$ cat config.mk
export PLATFORM = sky130hd
export DESIGN_NAME = mem_port_arbiter
export DESIGN_NICKNAME = d
export VERILOG_FILES = /design/src/rtl/mem_port_arbiter.sv
export SDC_FILE = /design/constraint.sdc
export NUM_CORES = 1
export LEC_CHECK = 0
export ABC_AREA = 1
export ABC_CLOCK_PERIOD_IN_PS = 1700
export CAP_MARGIN = 20
export CORE_ASPECT_RATIO = 0.7
export CORE_MARGIN = 2
export CORE_UTILIZATION = 42
export CTS_CLUSTER_DIAMETER = 100
export DETAILED_ROUTE_END_ITERATION = 6
export PLACE_DENSITY = 0.81
export SLEW_MARGIN = 20
export SYNTH_ARGS = -nofsm -noshare
export SYNTH_HDL_FRONTEND = slang
export SYNTH_SLANG_ARGS = --single-unit
$ cat constraint.sdc
create_clock -name clk -period 1.7 [get_ports clk]
set_clock_uncertainty 0.2 [all_clocks]
set_input_delay 0.17 -clock clk [delete_from_list [all_inputs] [get_ports clk]]
set_output_delay 0.17 -clock clk [all_outputs]
set_load 0.05 [all_outputs]
$ cat src/rtl/mem_port_arbiter.sv
// ---------------------------------------------------------------------------
// mem_port_arbiter
//
// Shares one single-cycle memory port between two requesters:
//   m0 = CPU data port, m1 = loader.
// Each access takes three cycles (IDLE -> ACCESS -> RESP). Requests are only
// sampled in IDLE. The winner's command is latched on that edge, presented to
// memory during ACCESS, and acknowledged with a one-cycle pulse in RESP.
//
// Parameters:
//   ADDR_W     address width (requesters and memory port)
//   DATA_W     data width (requesters and memory port)
//   FIXED_PRIO 0 = round-robin on ties, 1 = m1 always wins ties
//
// Ports:
//   clk, rst_n                   clock, asynchronous active-low reset
//   mK_req/we/addr/wdata         requester K command (K = 0, 1), held until ack
//   mK_ack                       one-cycle completion pulse to requester K
//   mK_rdata                     read result for requester K, valid with ack
//   mem_addr/mem_wdata/mem_we    shared memory port command
//   mem_rdata                    shared memory port read data (same cycle)
//   busy                         high whenever the arbiter is not idle
//
// Optional feature (macro ARB_STATS_EN):
//   stat_grant0/stat_grant1      16-bit saturating per-requester ack counters
// ---------------------------------------------------------------------------
module mem_port_arbiter #(
    parameter int ADDR_W     = 32,
    parameter int DATA_W     = 32,
    parameter int FIXED_PRIO = 0
) (
    input  logic              clk,
    input  logic              rst_n,
    input  logic              m0_req,
    input  logic              m0_we,
    input  logic [ADDR_W-1:0] m0_addr,
    input  logic [DATA_W-1:0] m0_wdata,
    output logic              m0_ack,
    output logic [DATA_W-1:0] m0_rdata,
    input  logic              m1_req,
    input  logic              m1_we,
    input  logic [ADDR_W-1:0] m1_addr,
    input  logic [DATA_W-1:0] m1_wdata,
    output logic              m1_ack,
    output logic [DATA_W-1:0] m1_rdata,
    output logic [ADDR_W-1:0] mem_addr,
    output logic [DATA_W-1:0] mem_wdata,
    output logic              mem_we,
    input  logic [DATA_W-1:0] mem_rdata,
    output logic              busy
`ifdef ARB_STATS_EN
    ,
    output logic [15:0]       stat_grant0,
    output logic [15:0]       stat_grant1
`endif
);

    typedef enum logic [1:0] {
        IDLE   = 2'd0,
        ACCESS = 2'd1,
        RESP   = 2'd2
    } state_t;

    state_t              r_state;
    logic                r_last_grant;   // requester granted most recently
    logic                r_grant;        // winner of the in-flight access
    logic                r_we;
    logic [ADDR_W-1:0]   r_addr;
    logic [DATA_W-1:0]   r_wdata;
    logic                r_mem_we;
    logic                r_m0_ack;
    logic                r_m1_ack;
    logic [DATA_W-1:0]   r_m0_rdata;
    logic [DATA_W-1:0]   r_m1_rdata;
    logic                r_busy;

    logic                w_any_req;
    logic                w_grant1;
    logic                w_sel_we;
    logic [ADDR_W-1:0]   w_sel_addr;
    logic [DATA_W-1:0]   w_sel_wdata;
    logic [DATA_W-1:0]   w_rd_result;

    // Winner selection. On a tie, round-robin hands the grant to whoever did
    // not win last; last_grant resets to 1 so m0 wins the first tie.
    always_comb begin
        w_any_req = m0_req | m1_req;
        if (m0_req && m1_req) begin
            w_grant1 = (FIXED_PRIO != 0) ? 1'b1 : ~r_last_grant;
        end else begin
            w_grant1 = m1_req;
        end
        w_sel_we    = w_grant1 ? m1_we    : m0_we;
        w_sel_addr  = w_grant1 ? m1_addr  : m0_addr;
        w_sel_wdata = w_grant1 ? m1_wdata : m0_wdata;
        w_rd_result = r_we ? '0 : mem_rdata;
    end

    // Arbiter FSM with all outputs registered. The command latch is only
    // loaded on IDLE->ACCESS, so requester input changes afterwards cannot
    // disturb the in-flight access and the memory port holds its last value.
    always_ff @(posedge clk or negedge rst_n) begin
        if (!rst_n) begin
            r_state      <= IDLE;
            r_last_grant <= 1'b1;
            r_grant      <= 1'b0;
            r_we         <= 1'b0;
            r_addr       <= '0;
            r_wdata      <= '0;
            r_mem_we     <= 1'b0;
            r_m0_ack     <= 1'b0;
            r_m1_ack     <= 1'b0;
            r_m0_rdata   <= '0;
            r_m1_rdata   <= '0;
            r_busy       <= 1'b0;
        end else begin
            case (r_state)
                IDLE: begin
                    if (w_any_req) begin
                        r_state      <= ACCESS;
                        r_grant      <= w_grant1;
                        r_last_grant <= w_grant1;
                        r_we         <= w_sel_we;
                        r_addr       <= w_sel_addr;
                        r_wdata      <= w_sel_wdata;
                        r_mem_we     <= w_sel_we;
                        r_busy       <= 1'b1;
                    end
                end
                ACCESS: begin
                    // Memory returns read data within the ACCESS cycle; capture
                    // it for the winner only, writes return zero.
                    r_state  <= RESP;
                    r_mem_we <= 1'b0;
                    if (r_grant) begin
                        r_m1_rdata <= w_rd_result;
                        r_m1_ack   <= 1'b1;
                    end else begin
                        r_m0_rdata <= w_rd_result;
                        r_m0_ack   <= 1'b1;
                    end
                end
                RESP: begin
                    r_state  <= IDLE;
                    r_m0_ack <= 1'b0;
                    r_m1_ack <= 1'b0;
                    r_busy   <= 1'b0;
                end
                default: begin
                    r_state  <= IDLE;
                    r_mem_we <= 1'b0;
                    r_m0_ack <= 1'b0;
                    r_m1_ack <= 1'b0;
                    r_busy   <= 1'b0;
                end
            endcase
        end
    end

    assign mem_addr  = r_addr;
    assign mem_wdata = r_wdata;
    assign mem_we    = r_mem_we;
    assign m0_ack    = r_m0_ack;
    assign m1_ack    = r_m1_ack;
    assign m0_rdata  = r_m0_rdata;
    assign m1_rdata  = r_m1_rdata;
    assign busy      = r_busy;

`ifdef ARB_STATS_EN
    logic [15:0] r_stat0;
    logic [15:0] r_stat1;

    // Ack pulses last exactly one cycle, so counting them counts transactions.
    always_ff @(posedge clk or negedge rst_n) begin
        if (!rst_n) begin
            r_stat0 <= '0;
            r_stat1 <= '0;
        end else begin
            if (r_m0_ack && (r_stat0 != 16'hFFFF)) begin
                r_stat0 <= r_stat0 + 16'd1;
            end
            if (r_m1_ack && (r_stat1 != 16'hFFFF)) begin
                r_stat1 <= r_stat1 + 16'd1;
            end
        end
    end

    assign stat_grant0 = r_stat0;
    assign stat_grant1 = r_stat1;
`endif

endmodule

==> impl_metrics.yaml <==
outcome:
  status: "finished clean"
yosys:
  yosysWarnings: 0
  ys_types: 12
  synth-seq-cells: 137
  synthesis.area_um2: 6603
  syn_nets: 1093
  ys_seq_area_share_pct: 51.94
  syn_inst: 927
  synthesis.area_per_instance_um2: 7.123
clock_network:
  cts_inserted_buffers: 17
  path_clk_slew_ps: 60
  cts_tree: "yes"
  clock_latency_ps: 400
  cts_sinks: 137
  cts_root_buffer: "clkbuf_16"
  htreeDepth: 4
  cts.path.max_buffers: 2
  cts_resized: 0
finish:
  drive_gt1_share_pct: 16.06
  diodes: 0
  finalNetCount: 1386
  syn_to_final_growth_pct: 54.67
  fin_cells: 1433
floorplan:
  io_pins: 298
  fp-row-count: 38
  dieHeight_um: 108.9
  die-area_um2: 16760
  die_w_um: 153.9
  core_um2: 15450
  start_util_pct: 42.73
job:
  cap_violations: 0
detailed_routing:
  avgRoutedWirePerCell_um: 14.19
  firstDrtPassIters: 6
  wirelength_um: 20330
  num_vias: 6736
  ant_nets: 0
  drc: 0
  drt-initial-drc-count: 443
  viasPerCell: 4.701
power:
  peakVddDrop_mv: 1.310
  p_leak_uw: 0.005859
  p_total_uw: 21400
  power_density_nw_per_um2: 2095
timing:
  hold_violations: 0
  tightest_slew_ps: 474.7
  setup_viol: 0
  period_needed_ps: 1514
  slew_headroom_pct: 68.35
  rsz0062_at_grt: "false"
  max_freq_ghz: 0.6605
  report.final.slew_viol_count: 0
  min_period_over_period_pct: 89.06
hold_path:
  hp-class: "in2async"
placement:
  placed_cells: 1400
  place_congestion: 0.8386
  hpwl_um: 14430
  io_buffer_count: 297
critical_path:
  startpoint_type: "register"
  arrival_ps: 1660
  worstPathRequired_ps: 1840
  crit_type: "reg2reg"
  endpoint_kind: "register"
  path_max_fanout: 63
global_route:
  grt_util_met1_pct: 32.52
  top_usage_layer: "met2"
  grt_pass1_wl_um: 32950
  antenna_found_initial: 0
  grt_pass1_vias: 6593
  grt-ovfl-total: 0
  gr-usage-met3_pct: 5.803
  grt_max_degree: 64
  met2_usage_pct: 40.96
  grtUsageTotal_pct: 24.61
[routing by layer]
metal,routed length [um],part of all wire [%]
met1,8678,43
met2,9725,48
met3,1552,7.6
met4,371,1.8
met5,0,0
[worst paths after layout]
| path | endpoint | startpoint | slack [ps] | depth (start not counted) |
|---|---|---|---|---|
| min in group clk | r_state[0] | m1_req | 150 | 4 |
| max in group asynchronous | r_last_grant | rst_n | 700 | 3 |
| max reg2reg | mem_addr[21] | r_state[0] | 190 | 6 |
| min | m0_rdata[7] | rst_n | 30 | 2 |
| max | mem_addr[21] | r_state[0] | 190 | 6 |
| min reg2reg | r_state[1] | r_state[1] | 280 | 1 |
[cells in the mapped netlist]
master    instances  area share [%]
inv_2             1           0.057
dfstp_2           1            0.40
buf_4             3            0.34
dfrtp_1         136              52
nand3_1         131             9.9
o21ai_0           2            0.15
nor2_1           34             1.9
clkbuf_1         26             1.5
nor2_2            1           0.095
buf_2            22             1.7
inv_1           168             9.6
nand2_1         402              23
[cell type report]
type                    instances  area (um2)
repair buffers                325        3002
fillers                      1310        5240
flip-flops and latches        137        3430
inverters                     169       634.4
well taps                     200       250.2
clock buffers                  17       425.4
multi-input cells             570        2318
clock inverters                15       152.6
[power by group]
part           internal (uW)  switching, uW  total (uW)
combinational           3600           8500       12100
sequential              4780            874        5660
clock                   2070           1570        3640
[through the flow]
step	setup TNS (ps)	util [%]	area, um2	hold WS, ps	setup slack (ps)
CTS	0	66.09	10210	4.337	178.1
global route	0	66.09	10210	34.37	76.25
global placement	0	62.28	9624	-122.3	12.92
finish	0	66.09	10210	25.27	186.0
detailed placement	-2769	62.28	9624	-122.3	-80.53
floorplan	0	-	6603	-325.6	217.8
[cells in the final DEF, fill, tap and decap left out, drive strengths merged]
master / count
clkdlybuf4s50: 163
bufinv: 1
buf: 161
dfrtp: 136
o21ai: 2
dlygate4sd3: 1
clkinvlp: 3
clkinv: 1
dfstp: 1
nand3: 131
nand2: 402
nor2: 35
inv: 179
clkbuf: 17
[cells by family after synthesis]
logic type | share of synthesized area, %
buffers and inverters | 13.09
AOI/OAI and AO/OA | 0.1516
DFF | 51.94
and+or+nand+nor | 34.81
[what timing repair did]
| action | 4_1_cts | 5_1_grt |
|---|---|---|
| buffers inserted | 0 | 0 |
| setup endpoints to repair | 0 | 0 |
| hold buffers | 1 | 0 |
| hold endpoints to repair | 136 | 0 |
[critical path: stages (launching register included)]
cell	delay, ps
dfrtp_1	350
inv_1	90
nand2_1	90
nor2_4	160
buf_12	300
nand3_1	150
nand2_1	80
[state kept, by name, indices dropped and copies added (netlist names)]
register	flops
m1_rdata	32
m1_ack	1
m0_rdata	32
m0_ack	1
r_last_grant	1
mem_wdata	32
r_state	2
mem_we	1
r_we	1
busy	1
mem_addr	32
r_grant	1
No activity file was read; power rests on OpenSTA's default activity.
